File: config.mk
export PLATFORM = sky130hd
export DESIGN_NAME = iter_compare_unit
export DESIGN_NICKNAME = d
export VERILOG_FILES = /design/src/rtl/cmp_pkg.sv /design/src/rtl/cmp_slice.sv /design/src/rtl/iter_compare_unit.sv
export SDC_FILE = /design/constraint.sdc
export NUM_CORES = 1
export LEC_CHECK = 0
export CORE_ASPECT_RATIO = 1.2
export CORE_MARGIN = 5
export CORE_UTILIZATION = 50
export DETAILED_ROUTE_END_ITERATION = 10
export HOLD_SLACK_MARGIN = 0.08
export PLACE_DENSITY = 0.79
export REMOVE_ABC_BUFFERS = 1
export SKIP_LAST_GASP = 1
export SLEW_MARGIN = 5
export SYNTH_ARGS = -nofsm -noshare
export SYNTH_HDL_FRONTEND = slang
export SYNTH_HIERARCHICAL = 1
export SYNTH_SLANG_ARGS = --single-unit
export TNS_END_PERCENT = 20
File: constraint.sdc
create_clock -name clock -period 4.1 [get_ports clock]
set_input_delay 0.615 -clock clock [delete_from_list [all_inputs] [get_ports clock]]
set_output_delay 0.615 -clock clock [all_outputs]
set_load 0.1 [all_outputs]
File: src/rtl/cmp_pkg.sv
// Shared definitions for the iterative comparator and the branch logic.
// Contents: compare-mode encodings, FSM state encoding, and helpers
// that classify a mode and decode the boolean outcome from eq/lt.
package cmp_pkg;

  typedef enum logic [2:0] {
    CMP_EQ  = 3'd0,
    CMP_NE  = 3'd1,
    CMP_LT  = 3'd2,
    CMP_LTU = 3'd3,
    CMP_GE  = 3'd4,
    CMP_GEU = 3'd5
  } cmp_mode_t;

  typedef enum logic [1:0] {
    IDLE,
    SCAN,
    DONE
  } cmp_state_t;

  // Signed modes are handled by flipping the operand sign bits at capture.
  function automatic logic is_signed_mode(input logic [2:0] m);
    return (m == CMP_LT) || (m == CMP_GE);
  endfunction

  // Encodings 6 and 7 are reserved.
  function automatic logic is_reserved_mode(input logic [2:0] m);
    return (m > CMP_GEU);
  endfunction

  function automatic logic decode_result(input logic [2:0] m,
                                         input logic       eq,
                                         input logic       lt);
    logic r;
    r = 1'b0;
    case (m)
      CMP_EQ:           r = eq;
      CMP_NE:           r = !eq;
      CMP_LT, CMP_LTU:  r = lt;
      CMP_GE, CMP_GEU:  r = !lt;
      default:          r = 1'b0;
    endcase
    return r;
  endfunction

endpackage

File: src/rtl/cmp_slice.sv
// Combinational unsigned compare of one operand slice.
// Ports:
//   a, b : slice operands (SLICE bits)
//   neq  : a != b
//   lt   : a < b, unsigned
module cmp_slice #(
  parameter int unsigned SLICE = 8
) (
  input  logic [SLICE-1:0] a,
  input  logic [SLICE-1:0] b,
  output logic             neq,
  output logic             lt
);

  always_comb begin
    neq = (a != b);
    lt  = (a < b);
  end

endmodule

File: src/rtl/iter_compare_unit.sv
// Multi-cycle WIDTH-bit comparator: scans one SLICE-bit slice per cycle,
// most-significant slice first, with valid/ready on both sides.
// Ports:
//   clock, reset         : clock, synchronous active-high reset
//   in_valid, in_ready   : input handshake
//   op_a, op_b, mode     : operands and compare mode (6,7 reserved)
//   out_valid, out_ready : output handshake
//   result, eq, lt       : selected outcome, A==B, A<B (signedness per mode)
//   mode_err             : captured mode is a reserved encoding
//   busy                 : unit is not idle
module iter_compare_unit
  import cmp_pkg::*;
#(
  parameter int unsigned WIDTH      = 32,
  parameter int unsigned SLICE      = 8,
  parameter bit          EARLY_EXIT = 1'b1
) (
  input  logic             clock,
  input  logic             reset,
  input  logic             in_valid,
  output logic             in_ready,
  input  logic [WIDTH-1:0] op_a,
  input  logic [WIDTH-1:0] op_b,
  input  logic [2:0]       mode,
  output logic             out_valid,
  input  logic             out_ready,
  output logic             result,
  output logic             eq,
  output logic             lt,
  output logic             mode_err,
  output logic             busy
);

  localparam int unsigned NSLICE = WIDTH / SLICE;
  localparam int unsigned IDXW   = (NSLICE > 1) ? $clog2(NSLICE) : 1;
  localparam logic [IDXW-1:0] IDX_TOP = IDXW'(NSLICE - 1);

  cmp_state_t state, state_next;

  logic [WIDTH-1:0] a_q, b_q;
  logic [WIDTH-1:0] sign_bit;
  logic [2:0]       mode_q;
  logic [IDXW-1:0]  idx;
  logic             eq_q, lt_q, result_q, mode_err_q;
  logic             diff_seen, first_lt;

  logic [SLICE-1:0] a_sl, b_sl;
  logic             s_neq, s_lt;
  logic             accept, scan_end, fin_eq, fin_lt;

  always_comb begin
    sign_bit           = '0;
    sign_bit[WIDTH-1]  = 1'b1;
  end

  assign a_sl = a_q[idx*SLICE +: SLICE];
  assign b_sl = b_q[idx*SLICE +: SLICE];

  cmp_slice #(
    .SLICE (SLICE)
  ) u_slice (
    .a   (a_sl),
    .b   (b_sl),
    .neq (s_neq),
    .lt  (s_lt)
  );

  assign in_ready  = (state == IDLE) && !reset;
  assign accept    = in_valid && in_ready;
  assign out_valid = (state == DONE);
  assign busy      = (state != IDLE);
  assign result    = result_q;
  assign eq        = eq_q;
  assign lt        = lt_q;
  assign mode_err  = mode_err_q;

  // Without early exit the first (most-significant) difference is remembered
  // in diff_seen/first_lt and only reported once slice 0 has been scanned.
  always_comb begin
    state_next = state;
    scan_end   = 1'b0;
    fin_eq     = 1'b0;
    fin_lt     = 1'b0;
    case (state)
      IDLE: begin
        if (accept) state_next = is_reserved_mode(mode) ? DONE : SCAN;
      end
      SCAN: begin
        if (EARLY_EXIT && s_neq) begin
          scan_end = 1'b1;
          fin_eq   = 1'b0;
          fin_lt   = s_lt;
        end else if (idx == '0) begin
          scan_end = 1'b1;
          fin_eq   = !(diff_seen || s_neq);
          fin_lt   = diff_seen ? first_lt : (s_neq && s_lt);
        end
        if (scan_end) state_next = DONE;
      end
      DONE: begin
        if (out_ready) state_next = IDLE;
      end
      default: state_next = IDLE;
    endcase
  end

  always_ff @(posedge clock) begin
    if (reset) state <= IDLE;
    else       state <= state_next;
  end

  always_ff @(posedge clock) begin
    if (reset) begin
      a_q        <= '0;
      b_q        <= '0;
      mode_q     <= '0;
      idx        <= '0;
      eq_q       <= 1'b0;
      lt_q       <= 1'b0;
      result_q   <= 1'b0;
      mode_err_q <= 1'b0;
      diff_seen  <= 1'b0;
      first_lt   <= 1'b0;
    end else if (accept) begin
      a_q        <= op_a ^ (is_signed_mode(mode) ? sign_bit : '0);
      b_q        <= op_b ^ (is_signed_mode(mode) ? sign_bit : '0);
      mode_q     <= mode;
      idx        <= IDX_TOP;
      eq_q       <= 1'b0;
      lt_q       <= 1'b0;
      result_q   <= 1'b0;
      mode_err_q <= is_reserved_mode(mode);
      diff_seen  <= 1'b0;
      first_lt   <= 1'b0;
    end else if (state == SCAN) begin
      if (scan_end) begin
        eq_q     <= fin_eq;
        lt_q     <= fin_lt;
        result_q <= decode_result(mode_q, fin_eq, fin_lt);
      end else begin
        idx <= idx - 1'b1;
        if (s_neq && !diff_seen) begin
          diff_seen <= 1'b1;
          first_lt  <= s_lt;
        end
      end
    end
  end

endmodule

=== Word level (Yosys, flattened, before mapping) ===
Cells that the tools add are included.

* Input bits: 71
* Word-level logic and storage cells: 77
* Output and inout port bits: 7
* Flip-flop bits (word level): 77

* Equality and inequality tests: 14
* Order comparisons: 2
* Mux-type cells: 21
* Shift operators: 2
* Bitwise logic cells: 3
* Reduce and logical (&&, ||, !) cells: 23
* Add/sub/neg operators: 1

{| class="wikitable"
|+ Operators by type and width
! kind !! number
|-
| indexed part select 32 x 6 -> 8 bit || 2
|-
| XOR 32 bit || 2
|-
| 2-to-1 mux 32 bit || 1
|-
| 2-to-1 mux 2 bit || 7
|-
| 2-to-1 mux 1 bit || 11
|-
| == test 3 x 2 -> 1 bit (second input constant) || 3
|-
| == test 3 bit (second input constant) || 3
|-
| less-than comparator 8 bit || 1
|-
| inequality test 8 bit || 1
|-
| one-hot mux 2 bit (3 select lines) || 1
|-
| AND reduction 3 bit || 2
|-
| OR reduction 2 bit || 3
|-
| logical NOT 1 bit || 5
|-
| logical AND 1 bit || 4
|-
| logical NOT 2 bit || 2
|-
| inequality test 2 x 1 -> 1 bit (second input constant) || 2
|-
| inequality test 2 bit (second input constant) || 2
|-
| one-hot mux 1 bit (4 select lines) || 1
|-
| AND reduction 2 bit || 2
|-
| nonzero test 2 bit || 2
|-
| == test 3 x 1 -> 1 bit (second input constant) || 1
|-
| > comparator 3 bit (second input constant) || 1
|-
| logical NOT 3 bit || 1
|-
| == test 2 x 1 -> 1 bit (second input constant) || 1
|-
| other kinds (4) || 5
|}

=== Logic depth before layout (Yosys ltp) ===
* Depth in word-level cells: 9
* Mapped depth: 13

=== Modules after synthesis ===
Netlist, hierarchy kept.

{| class="wikitable"
|+ By module, submodules not included
! module !! times used !! area each (um2) !! cells an instance
|-
| iter_compare_unit || 1 || 3340.7 || 369
|-
| cmp_slice || 1 || 212.7 || 27
|}

=== Worst setup path before layout ===
Ideal clock, no wire load.

* Path kind: reg-to-reg
* Start point: reg idx[0]
* End point: reg result_q, in the netlist result
* Path slack: 1.110 ns
* Stages on the path, launching flop included: 12
* Arrival time: 2.876 ns
* Clock period less this slack: 2.990 ns
* Library setup time: 0.114 ns
* Path through: dfxtp_1 buf_2 buf_4 mux4_2 ha_1 nand4_1 or2_1 and4bb_1 nor2b_4 xor2_1 o31a_1 a21o_1

* Longest elaborated chain between the ends: 9
* Elaborated cells on any way between the ends: 23
* Classes of those cells: 1 x order compare; 1 x eq/ne; 2 x shift; 12 x mux; 7 x reduce/logical

{| class="wikitable"
|+ RTL lines
! item !! RTL line !! text
|-
| from (decl) || iter_compare_unit.sv:43 || <nowiki>logic [IDXW-1:0] idx;</nowiki>
|-
| from (signal assigned) || iter_compare_unit.sv:141 || <nowiki>idx <= idx - 1'b1;</nowiki>
|-
| indexed part select 32 x 6 -> 8 bit * || iter_compare_unit.sv:56 || <nowiki>assign a_sl = a_q[idx*SLICE +: SLICE];</nowiki>
|-
| via a_sl[7] || iter_compare_unit.sv:47 || <nowiki>logic [SLICE-1:0] a_sl, b_sl;</nowiki>
|-
| inequality test 8 bit * || cmp_slice.sv:16 || <nowiki>neq = (a != b);</nowiki>
|-
| via s_neq || iter_compare_unit.sv:48 || <nowiki>logic s_neq, s_lt;</nowiki>
|-
| logical AND 1 bit or logical OR 1 bit (tied branches) || iter_compare_unit.sv:96, iter_compare_unit.sv:95 ||
|-
| 2-to-1 mux 1 bit or logical NOT 1 bit (tied branches) || iter_compare_unit.sv:96, iter_compare_unit.sv:95 ||
|-
| 2-to-1 mux 1 bit || iter_compare_unit.sv:93 || <nowiki>end else if (idx == '0) begin</nowiki>
|-
| 2-to-1 mux 1 bit || iter_compare_unit.sv:89 || <nowiki>if (EARLY_EXIT && s_neq) begin</nowiki>
|-
| 2-to-1 mux 1 bit || iter_compare_unit.sv:84 || <nowiki>case (state)</nowiki>
|-
| logical NOT 1 bit, on equally long branches || cmp_pkg.sv:40, cmp_pkg.sv:38 ||
|-
| one-hot mux 1 bit (4 select lines) || cmp_pkg.sv:36 || <nowiki>case (m)</nowiki>
|-
| to (signal assigned) || iter_compare_unit.sv:139 || <nowiki>result_q <= decode_result(mode_q, fin_eq, fin_lt);</nowiki>
|-
| to (decl) || iter_compare_unit.sv:44 || <nowiki>logic eq_q, lt_q, result_q, mode_err_q;</nowiki>
|}

The timed path passes the listed nets; every way through them passes the cells marked *. The select of a mux whose other input is x is not followed.
A chain may end at the register's enable or synchronous reset.

=== Worst setup path after layout ===
* Start point: reg idx[1]
* End point: reg result_q, in the netlist result

The elaborated chain is that of the path after synthesis.

==> key figures <==
GRT
  • Vias in the first global route: 2857
  • Initial antenna violation count: 0
  • Total grt overflow: 0
  • Global-route wire length before repair: 12.78 mm
  • Global Route Usage Sum: 18.32%
  • Largest net degree at the start of global routing: 75

Timing
  • Highest Clock Rate: 321.5 MHz
  • Final period utilization: 75.87%
  • Final Max Slew Viols: 0
  • Clock Skews: 0.01079 ns
  • Final setup viols: 0
  • RSZ-0062 raised after global routing: no
  • Slew @ Worst Pin: 0.9671 ns
  • Final Hold Viols: 0
  • Final worst path period need: about 3.1 ns
  • Max_slew headroom: around a third
  • Setup tns final: 0 ns

Cells and area
  • Ant diodes: 0
  • Footprint of the multi-input gates: 1843 um2
  • Fin nets: 542
  • Reg area: 1541 um2
  • Final instance area: 4559 um2
  • Post-Layout Cell Count: 553
  • Layout cells sized above 1: 9.442%
  • Area delta synth->final: 28.31%
  • Fillers: 564

Synth
  • Synth warn: 6
  • Top_reg_cell synth: dfxtp_1
  • Mean Syn Cell Area: 8.973 um2
  • Synth unique cells: 34
  • Sequential-to-total area share from yosys stat: 43.38%
  • Mapped Area: 3553 um2
  • Mapped Cells: 396
  • EDFF count, synth: 0
  • Ys async rst share: 0%
  • Synthesis-stage register bit count: 77

Critical path
  • Worst Reg-to-Reg Cells: 9
  • Crit path arrival time: 3.34 ns
  • WS Path Type: reg2reg
  • Data required time of the critical path: ~4.3 ns
  • R2R Setup Slk: a little under 1 ns
  • Reg2reg start: idx[1]
  • Setup crit start kind: flop
  • R2r endpoint: result
  • Critical Path Sink Type: flop
  • Crit-path max FO: 18

Min path
  • Worst hold path type: reg2reg
  • Hold EP: mode_err
  • Hold Path Depth: 2
  • Hold wc startpoint: mode_err

Die
  • Die height: 102.3 um
  • Cell row count: 33
  • Boundary Pins: 78
  • Die area: 8899 um2
  • Die X-Extent: roughly 87 um
  • CORE AREA: 6895 um2
  • Initial Utilization: roughly half

Clock tree
  • Post-CTS Setup Inserts: 0
  • CTS Root Cell: clkbuf_8
  • Worst-skew pair later-pin latency: 0.34 ns
  • CTS sink count: 77
  • Post-CTS Hold Fix Bufs: 0
  • Clock transition at the registers of the reported paths: about 0.070 ns
  • Resized cells post-CTS: 0
  • Htree depth: 3
  • Number of buffers created by CTS: 9
  • Clock buffer depth: 2
  • CTS tree: yes

Route
  • Via count: 2859
  • Routed wire per std cell: about 14 um
  • 1st-iter DRT viols: 147
  • Post-route ant nets: 0
  • Number of vias per cell: 5.170
  • Final WL: 7.900 mm
  • DRT Pass-1 Iters: 4
  • DRC Markers: 0

Placement
  • Placer congestion estimate: 0.7866
  • Input/output buffers: 77
  • Placed instance count: 538
  • Placed inst area: 4335 um2
  • Hpwl dp: between 5 and 6 mm

Power
  • Power, Total: 1.864 mW
  • LEAKAGE: 1.973 nW
  • Maximum VDD drop: 0.0002602 V
  • PD cells: 408.9 nW/um2

Flow run
  • Count of maximum capacitance violations: 0

Outcome
  • Status: finished, final reports clean
## cell type report
| cell class | count | share of cell area (%) |
|---|---|---|
| clock buffer | 12 | 3.403 |
| clock inverter | 3 | 1.509 |
| inverter | 11 | 0.9056 |
| multi-input combinational | 281 | 40.42 |
| sequential | 77 | 33.81 |
| tap | 87 | 2.387 |
| timing repair buffer | 82 | 17.56 |
## logic make-up after synthesis
logic type,Yosys count,synth area share (%)
flip-flops,77,43.38
adder cells (fa/ha/maj),9,3.169
buffers and inverters,38,4.859
multiplexers,16,10.14
AO/OA/AOI/OAI,20,3.873
AND/OR/NAND/NOR,231,33.35
XOR/XNOR,5,1.232
## worst max path at each step
stage                        end  slack, ns  startpoint
after floorplan           result       0.23       reset
after global placement    result       1.11      idx[1]
after detailed placement  result       1.01      idx[1]
after CTS                 result       1.02      idx[1]
after global routing      result       0.82      idx[1]
final                     result       0.99      idx[1]
## worst max-delay path, stage by stage (launching register included)
cell and delay, ns:
dfxtp_1 0.84, mux4_2 0.41, ha_1 0.35, nand4_1 0.15, or2_1 0.31, and4bb_1 0.30, nor2b_4 0.16, xor2_1 0.07
o31a_1 0.25, a21o_1 0.19
## Yosys cell counts, types with 2 or more instances
| cell type | n | area, um2 |
|---|---|---|
| clkbuf_1 | 16 | 60.06 |
| nand2_1 | 138 | 518.0 |
| nand3b_1 | 67 | 503.0 |
| nand3_1 | 3 | 15.01 |
| buf_4 | 4 | 30.03 |
| mux4_2 | 16 | 360.4 |
| buf_2 | 6 | 30.03 |
| ha_1 | 9 | 112.6 |
| xnor2_1 | 4 | 35.03 |
| a311oi_1 | 2 | 17.52 |
| nand4_1 | 2 | 12.51 |
| a21oi_1 | 7 | 35.03 |
| and2_1 | 4 | 25.02 |
| dfxtp_1 | 77 | 1541 |
| inv_1 | 11 | 41.29 |
| nor2_1 | 8 | 30.03 |
| nor2b_4 | 2 | 27.53 |
| o21ai_0 | 4 | 20.02 |
## report_power, final
group	leakage, nW	internal (mW)	switching (mW)
Clock	0.113	0.374	0.256
Combinational	1.23	0.191	0.188
Sequential	0.633	0.812	0.0425
Total	1.97	1.38	0.487
## registers in the layout, summed over array words and instances, names as in the netlist
| signal | flops |
|---|---|
| state | 2 |
| a_q | 32 |
| first_lt | 1 |
| diff_seen | 1 |
| mode_q | 3 |
| b_q | 32 |
| result | 1 |
| idx | 2 |
| lt | 1 |
| mode_err | 1 |
| eq | 1 |
## per-stage QoR
stage               util (%)  hold slack [ns]  setup WS (ns)
finish                 66.12           0.4617         0.9892
global route           66.12           0.4984         0.8165
CTS                    66.12           0.4647          1.017
detailed placement     62.87           0.4549          1.015
global placement       62.87           0.4329          1.109
floorplan                  -           0.4294         0.2296
## placed cells by master, fill, tap and decap left out, types with 2 or more instances in the layout
cell type and count:
a21oi_1 7, a311oi_1 2, and2_1 3, buf_4 6, bufinv_16 2, clkbuf_8 11, clkdlybuf4s50_1 75, dfxtp_1 77
ha_1 9, inv_1 11, mux4_2 16, nand2_1 137, nand3_1 3, nand3b_1 67, nand4_1 2, nor2_1 8
nor2b_4 2, o21ai_0 4, xnor2_1 4
## routing by layer
metal	share of wire [%]	track usage, %
met1	45	23.49
met2	48	30.68
met3	5.0	2.903
met4	1.7	7.554
met5	0	0
Power figures use the tool's default switching activity.
